### src/rtl/seg_pipe_adder.sv
// seg_pipe_adder: WIDTH-bit add/subtract with the carry registered between SEG-bit segments.
// Stage k resolves sum segment k. One global stall freezes every stage under back-pressure.
module seg_pipe_adder #(
   parameter int WIDTH = 16,
   parameter int SEG   = 4
) (
   input  logic             clk,
   input  logic             rst_n,
   input  logic             in_valid,
   output logic             in_ready,
   input  logic [WIDTH-1:0] a,
   input  logic [WIDTH-1:0] b,
   input  logic             ci,
   input  logic             sub,
   output logic             out_valid,
   input  logic             out_ready,
   output logic [WIDTH-1:0] sum,
   output logic             co,
   output logic             ovf
);
   localparam int NSTAGE = WIDTH / SEG;

   logic             adv;
   logic [WIDTH-1:0] b_eff;
   logic             cin_eff;

   always_comb begin
      adv     = !out_valid || out_ready;
      b_eff   = sub ? ~b : b;
      cin_eff = sub ? 1'b1 : ci;
   end

   assign in_ready = adv;

   for (genvar gi = 0; gi < NSTAGE; gi++) begin : g_stage
      // Segments still waiting to be resolved after this stage.
      localparam int REM = NSTAGE - 1 - gi;

      logic [(REM+1)*SEG-1:0] src_a;
      logic [(REM+1)*SEG-1:0] src_b;
      logic                   src_v;
      logic                   src_c;
      logic [SEG:0]           seg_res;
      logic                   valid_q;
      logic                   valid_d;
      logic                   carry_q;
      logic                   carry_d;
      logic [(gi+1)*SEG-1:0]  sum_q;
      logic [(gi+1)*SEG-1:0]  sum_d;

      if (gi == 0) begin : g_head
         always_comb begin
            src_a = a;
            src_b = b_eff;
            src_v = in_valid;
            src_c = cin_eff;
         end
         always_comb begin
            sum_d = adv ? seg_res[SEG-1:0] : sum_q;
         end
      end else begin : g_body
         always_comb begin
            src_a = g_stage[gi-1].g_ops.opa_q;
            src_b = g_stage[gi-1].g_ops.opb_q;
            src_v = g_stage[gi-1].valid_q;
            src_c = g_stage[gi-1].carry_q;
         end
         always_comb begin
            sum_d = adv ? {seg_res[SEG-1:0], g_stage[gi-1].sum_q} : sum_q;
         end
      end

      always_comb begin
         seg_res = {1'b0, src_a[SEG-1:0]} + {1'b0, src_b[SEG-1:0]} + {{SEG{1'b0}}, src_c};
         valid_d = adv ? src_v : valid_q;
         carry_d = adv ? seg_res[SEG] : carry_q;
      end

      always_ff @(posedge clk or negedge rst_n) begin
         if (!rst_n) begin
            valid_q <= 1'b0;
            carry_q <= 1'b0;
            sum_q   <= '0;
         end else begin
            valid_q <= valid_d;
            carry_q <= carry_d;
            sum_q   <= sum_d;
         end
      end

      if (REM > 0) begin : g_ops
         // Skewed operand segments, carried forward until their stage resolves them.
         logic [REM*SEG-1:0] opa_q;
         logic [REM*SEG-1:0] opa_d;
         logic [REM*SEG-1:0] opb_q;
         logic [REM*SEG-1:0] opb_d;

         always_comb begin
            opa_d = adv ? src_a[(REM+1)*SEG-1:SEG] : opa_q;
            opb_d = adv ? src_b[(REM+1)*SEG-1:SEG] : opb_q;
         end

         always_ff @(posedge clk or negedge rst_n) begin
            if (!rst_n) begin
               opa_q <= '0;
               opb_q <= '0;
            end else begin
               opa_q <= opa_d;
               opb_q <= opob_sel(opb_d);
            end
         end

         function automatic logic [REM*SEG-1:0] opob_sel(input logic [REM*SEG-1:0] v);
            return v;
         endfunction
      end else begin : g_tail
         // Carry into the MSB is recovered as a ^ b ^ sum at the MSB position.
         logic ovf_q;
         logic ovf_d;

         always_comb begin
            ovf_d = adv ? (src_a[SEG-1] ^ src_b[SEG-1] ^ seg_res[SEG-1] ^ seg_res[SEG]) : ovf_q;
         end

         always_ff @(posedge clk or negedge rst_n) begin
            if (!rst_n) begin
               ovf_q <= 1'b0;
            end else begin
               ovf_q <= ovf_d;
            end
         end
      end
   end

   assign out_valid = g_stage[NSTAGE-1].valid_q;
   assign sum       = g_stage[NSTAGE-1].sum_q;
   assign co        = g_stage[NSTAGE-1].carry_q;
   assign ovf       = g_stage[NSTAGE-1].g_tail.ovf_q;

endmodule

### config.mk
export PLATFORM = sky130hd
export DESIGN_NAME = seg_pipe_adder
export DESIGN_NICKNAME = d
export VERILOG_FILES = /design/src/rtl/seg_pipe_adder.sv
export SDC_FILE = /design/constraint.sdc
export NUM_CORES = 1
export LEC_CHECK = 0
export ABC_AREA = 1
export CORE_MARGIN = 1.5
export CORE_UTILIZATION = 47
export DETAILED_ROUTE_END_ITERATION = 7
export GPL_ROUTABILITY_DRIVEN = 0
export PLACE_DENSITY_LB_ADDON = 0.12
export SLEW_MARGIN = 20
export SYNTH_ARGS = -nofsm -noshare
export SYNTH_HDL_FRONTEND = slang
export SYNTH_SLANG_ARGS = --single-unit
### constraint.sdc
create_clock -name clk -period 3.6 [get_ports clk]
set_input_delay 0.36 -clock clk [delete_from_list [all_inputs] [get_ports clk]]
set_output_delay 0.36 -clock clk [all_outputs]
set_load 0.02 [all_outputs]
==> run metrics, run 1 <==
status finished, final reports clean; final number of hold-violating endpoints 0; final setup TNS 0 ns; reg2reg path depth 8; FF-to-FF Start g_stage[2].carry_q; post-synthesis sequential area ratio 0.554; clk sinks 97; TritonCTS clock tree done; core area 0.00915 mm²; vias in the first global route 3,056; DP HPWL 4980 µm; initial antenna violation count 0; TritonCTS Buffers 9; post-cts sizing count 0; capturing point of the worst reg2reg path ovf; Post-Syn Instances 483; WL per Instance 11.3 µm; fill count 838; die footprint 0.00991 mm²; clock tree buffer depth 2; final layout net count 592; Skew-Pair Late Insertion Delay 0.36 ns; CP Capture Type flip-flop; Post-Synth Simple-Gate Area 0.214; Starting DRT DRC Count 139; Initial Utilization 0.479; min cycle time layout 2.18 ns; main combinational cell family by area after synthesis simple AND/OR/NAND/NOR gates; first-pass GRT wire length 13,400 µm; maxcap violations 0; Worst Path Arrival 2.44 ns; total track usage 0.168; Pwr Density 794 mW/mm²; largest net degree at the start of global routing 99; clk_skew 0.00951 ns; total grt overflow 0; CP required 3.87 ns; Compound-Gate Fraction of Synth Area 0.0625; Mapped Area 0.00438 mm²; total number of vias 3,075; Root Driver clkbuf_8; LEAKAGE 2.59 nW; Net Sw Frac 0.375; worst relative slew slack 0.587; n_diodes 0; fmax 0.459 GHz; RSZ-0062 raised after global routing no; final WL 7370 µm; adder-cell share of the synthesized area 0.0708; Pins Over Slew Limit 0; Least-Margin Pin Slew 0.619 ns; final setup fails 0; top post-synthesis cells by area dfrtp_1 (55%), nand2_1 (18%), o21ai_0 (5.0%); Psw 1.54 mW; gr busiest metal met2; Area Overhead vs Synth 17.8%; Reg power frac 0.444; FF/Latch Area 0.00243 mm²; vias per inst 4.73; placed cell count 633; worst-path maximum fanout 9; Post-synth EDFFs 0; hold_buf cts 1; Post-Layout Cell Count 650; combinational group share of total power 0.394; mux share of post-synthesis cell area 0; I/O pin count 58; PortBufs 57; met1 Track Usage GR 0.230; Clk pwr share 0.162; Fin Hold WS 0.350 ns; H-Tree Depth 3; share of cells above drive strength 1 0.0501; maximum VDD drop 0.238 mV; Pwr Total 4.10 mW; grt met3 use 0.0267; Rows 35; area occupied by multi-input gates 0.00166 mm²; Hold WC Path Type input pin to asynchronous set/reset pin; die height 99.6 µm; Synth warnings 0; reg2reg setup slack 1.74 ns; #FFs+latches synth 97; CTS clk-pin slew, worst paths 0.09 ns; Syn Area/Cell 9.07 µm²; ys async rst share 1.00; final period utilization 0.605; CP Launch Type input pin; Synth Net Count 541; Crit Path Class input pin to flip-flop; Die Wd 99.6 µm; ANT nets after route 0; top-area cell type share of the netlist area 0.554; postcts setup bufs 0; post-synthesis xor/xnor area fraction 0.0320; drt drc 0; Main synth FF type dfrtp_1; Power Internal 2.56 mW; met2 Track Usage GR 0.267; DRT Pass-1 Iters 4; library cells used by synthesis 22; post-synth top area cell dfrtp_1
cells in the mapped netlist (3+ instances only):
| master | number |
|---|---|
| a21oi_1 | 7 |
| buf_2 | 9 |
| buf_6 | 8 |
| clkbuf_1 | 4 |
| dfrtp_1 | 97 |
| fa_1 | 8 |
| ha_1 | 12 |
| inv_1 | 31 |
| nand2_1 | 214 |
| nand3_1 | 9 |
| nand3b_1 | 3 |
| nor2_1 | 10 |
| o21ai_0 | 44 |
| or2_2 | 3 |
| xnor2_1 | 6 |
| xor2_1 | 10 |
placed cells by master, fill, tap and decap left out:
cell type and n:
nand2_1 214, dfrtp_1 97, clkdlybuf4s50_1 56, o21ai_0 44, inv_1 31, ha_1 12, clkbuf_8 12, xor2_1 10
nor2_1 10, nand3_1 9, fa_1 8, a21oi_1 7, xnor2_1 6, buf_4 6, or2_2 4, nand3b_1 3
a31oi_1 2, clkinv_2 2, inv_6 1, o22ai_1 1, nand4_1 1, clkinv_4 1, clkinvlp_4 1, dlygate4sd3_1 1
kinds of logic (layout without fill, tap and decap cells):
group,Yosys count,after routing
adders and majority gates,20,20
AOI/OAI and AO/OA,54,54
xor gates and xnor gates,16,16
and+or+nand+nor,241,241
buffers and inverters,55,111
DFF,97,97
sequential cells by signal, indices dropped and copies added (netlist names), 3 cells and up:
name,count
sum,16
g_stage.valid_q,3
g_stage.carry_q,3
g_stage.sum_q,24
g_stage.g_ops.opa_q,24
g_stage.g_ops.opb_q,24
metrics by stage:
step | instance area (µm²) | utilization | setup slack, ns
4_1_cts | 5160 | 0.564 | 1.41
5_1_grt | 5160 | 0.564 | 1.30
3_3_place_gp | 4960 | 0.542 | 1.07
2_1_floorplan | 4380 | - | 1.54
3_5_place_dp | 4960 | 0.542 | 1.04
6_report | 5160 | 0.564 | 1.42
critical path, cell delays in order:
cell and delay [ns]:
clkdlybuf4s50_1 0.64, or2_2 0.41, fa_1 0.40, inv_1 0.09
fa_1 0.39, o21ai_0 0.16
per-layer routing:
layer  vias to the layer above  part of all wire  routed length [µm]
met2                        61              0.42                3080
met1                      1408              0.53                3900
met3                        10             0.034                 248
met4                         0             0.018                 131
met5                         -                 0                   0
li1                       1596                 -                   -
how the worst max path moves through the flow:
stage	slack, ns	startpoint	cells after the start	to
after global placement	1.07	sub	6	g_stage[0].sum_q[1]
after CTS	1.41	sub	6	g_stage[0].sum_q[1]
after global routing	1.30	sub	6	g_stage[0].sum_q[1]
final	1.42	sub	6	g_stage[0].sum_q[1]
after floorplan	1.54	sub	7	g_stage[0].sum_q[1]
after detailed placement	1.04	sub	6	g_stage[0].sum_q[1]
power groups by stage:
stage	Combinational [mW]	Sequential, mW	Clock (mW)
floorplan	1.07	1.92	0
global placement	1.59	1.83	0
detailed placement	1.63	1.85	0
CTS	1.64	1.83	0.686
global route	1.89	1.89	0.728
finish	1.62	1.82	0.664
area by class of cell:
cell class	count	share of cell area
clock inverter	4	0.00509
tap	111	0.0269
clock buffer	12	0.0320
timing repair buffer	63	0.119
multi-input combinational	331	0.322
inverter	32	0.0242
sequential	97	0.470
Power figures use the tool's default switching activity.
==> run 2: changes to the inputs <==
==> constraint.sdc (replaced) <==
create_clock -name clk -period 2.2 [get_ports clk]
set_input_delay 0.22 -clock clk [delete_from_list [all_inputs] [get_ports clk]]
set_output_delay 0.22 -clock clk [all_outputs]
set_load 0.02 [all_outputs]
==> run metrics, run 2 (synthesis gave the netlist of run 1 again) <==
status finished, final reports clean; final layout net count 597 (+0.84%); final number of hold-violating endpoints 0 (unchanged); TritonCTS clock tree done; final non-filler cell area 0.00523 mm² (+1.2%); vias in the first global route 3,135 (+2.6%); CP Launch Type flip-flop; min cycle time layout 1.86 ns; LEAKAGE 2.62 nW (+1.3%); CP Capture Type primary output; largest registers g_stage.g_ops.opa_q x24, g_stage.g_ops.opb_q x24, g_stage.sum_q x24; CTS clk-pin slew, worst paths 0.09 ns (about the same); Worst path max stage delay 0.57 ns (-0.07 ns); Rows 35 (unchanged); DP Area 0.00502 mm² (+1.3%); final setup fails 0 (unchanged); clk sinks 97 (unchanged); maxcap violations 0 (unchanged); CP required 1.98 ns (-1.89 ns); Initial Utilization 0.479 (unchanged); Crit Path Class flip-flop to primary output; critical path, cell by cell inv_1, or2_2, clkdlybuf4s50_1; total track usage 0.174 (+0.00557); fill count 868 (+3.6%); core area 0.00915 mm² (unchanged); commonest non-fill, non-tap cell in the layout nand2_1; worst relative slew slack 0.596 (+0.00913); post-route worst setup slack 0.342 ns (-1.08 ns); first-pass GRT wire length 13,800 µm (+3.0%); n_diodes 0 (unchanged); die height 99.6 µm (unchanged); die footprint 0.00991 mm² (unchanged); vias per inst 4.77 (+0.85%); worst-path maximum fanout 5 (-4); I/O pin count 58 (unchanged); Die Wd 99.6 µm (unchanged); Psw 2.52 mW (+64%); drt drc 0 (unchanged); critical path's slowest cell clkdlybuf4s50_1; reg2reg path depth 8 (unchanged); Least-Margin Pin Slew 0.606 ns (-0.0137 ns); clock tree buffer depth 2 (unchanged); Pwr Total 6.76 mW (+65%); Reg power frac 0.442 (-0.002); Pwr Density 1290 mW/mm² (+63%); Worst Path Arrival 1.64 ns (-0.80 ns); Hold WC Path Type input pin to flip-flop; Area Overhead vs Synth 19.2%; most frequent cells in the layout nand2_1 (214), dfrtp_1 (97), clkdlybuf4s50_1 (56); post-cts sizing count 0 (unchanged); TritonCTS Buffers 9 (unchanged); combinational group share of total power 0.398 (+0.004); share of cells above drive strength 1 0.0588 (+0.00873); H-Tree Depth 3 (unchanged); Clk pwr share 0.160 (-0.002); final period utilization 0.844; postcts setup bufs 0 (unchanged); ANT nets after route 0 (unchanged); fmax 0.538 GHz; hold path depth 3; Power Internal 4.24 mW (+65%); DP HPWL 5350 µm (+7.5%); area occupied by multi-input gates 0.00166 mm² (unchanged); FF/Latch Area 0.00243 mm² (unchanged); PortBufs 57 (unchanged); WL per Instance 11.6 µm (+2.8%); initial antenna violation count 0 (unchanged); largest net degree at the start of global routing 51 (-48%); Pins Over Slew Limit 0 (unchanged); Root Driver clkbuf_8; final WL 7630 µm (+3.6%); maximum VDD drop 0.381 mV (+60%); total number of vias 3,125 (+1.6%); Skew-Pair Late Insertion Delay 0.35 ns (about the same); final setup TNS 0 ns (unchanged); pre-CTS setup slack 0.0131 ns (-1.02 ns); clk_skew 0.0131 ns (+0.00361 ns); Net Sw Frac 0.373 (-0.00167); total grt overflow 0 (unchanged); RSZ-0062 raised after global routing no; Starting DRT DRC Count 126 (-9.4%); DRT Pass-1 Iters 4 (unchanged)
[run 2: repair_timing]
item / 4_1_cts / 5_1_grt
endpoints found under the setup margin: 0 / 0
hold buffers: 1 / 0
endpoints found under the hold margin: 47 / 0
[run 2: routing by layer]
metal,track usage,share of wire,vias to the layer above
li1,-,-,1606
met1,0.230,0.50,1444
met2,0.288,0.46,72
met3,0.0344,0.038,3
met4,0.0618,0.0030,0
met5,0,0,-
[run 2: worst max-delay path: cells and delay by family, from the launching register on]
| family | cells | cell delay [ns] |
|---|---|---|
| buffers and inverters | 2 | 0.61 |
| flip-flops | 1 | 0.35 |
| AND/OR/NAND/NOR | 1 | 0.35 |
[run 2: worst paths after layout]
kind / startpoint / endpoint / slack (ns)
max in group asynchronous: rst_n / g_stage[0].g_ops.opb_q[4] / 1.02
hold reg to reg: sum[4] / sum[4] / 0.47
setup / recovery: out_valid / in_ready / 0.34
setup reg to reg: g_stage[2].carry_q / ovf / 0.36
min in group asynchronous: rst_n / g_stage[2].g_ops.opb_q[0] / 0.43
hold / removal: a[6] / g_stage[0].g_ops.opa_q[2] / 0.40
[run 2: cell type report]
type | instances | area share
multi-input combinational | 331 | 0.318
timing repair buffer | 68 | 0.130
clock inverter | 4 | 0.00503
tap | 111 | 0.0266
sequential | 97 | 0.465
inverter | 32 | 0.0239
clock buffer | 12 | 0.0316
[run 2: through the flow]
step                instances  hold slack, ns  utilization
global route              655           0.405        0.571
floorplan                 483         -0.0756            -
finish                    655           0.397        0.571
CTS                       655           0.378        0.571
global placement          638           0.272        0.549
detailed placement        638           0.279        0.549
[run 2: power by group through the flow]
stage / Clock, mW / Combinational, mW / Sequential, mW
floorplan: 0 / 1.75 / 3.14
global placement: 0 / 2.66 / 3.00
detailed placement: 0 / 2.73 / 3.03
CTS: 1.13 / 2.75 / 2.99
global route: 1.19 / 3.15 / 3.09
finish: 1.08 / 2.69 / 2.99
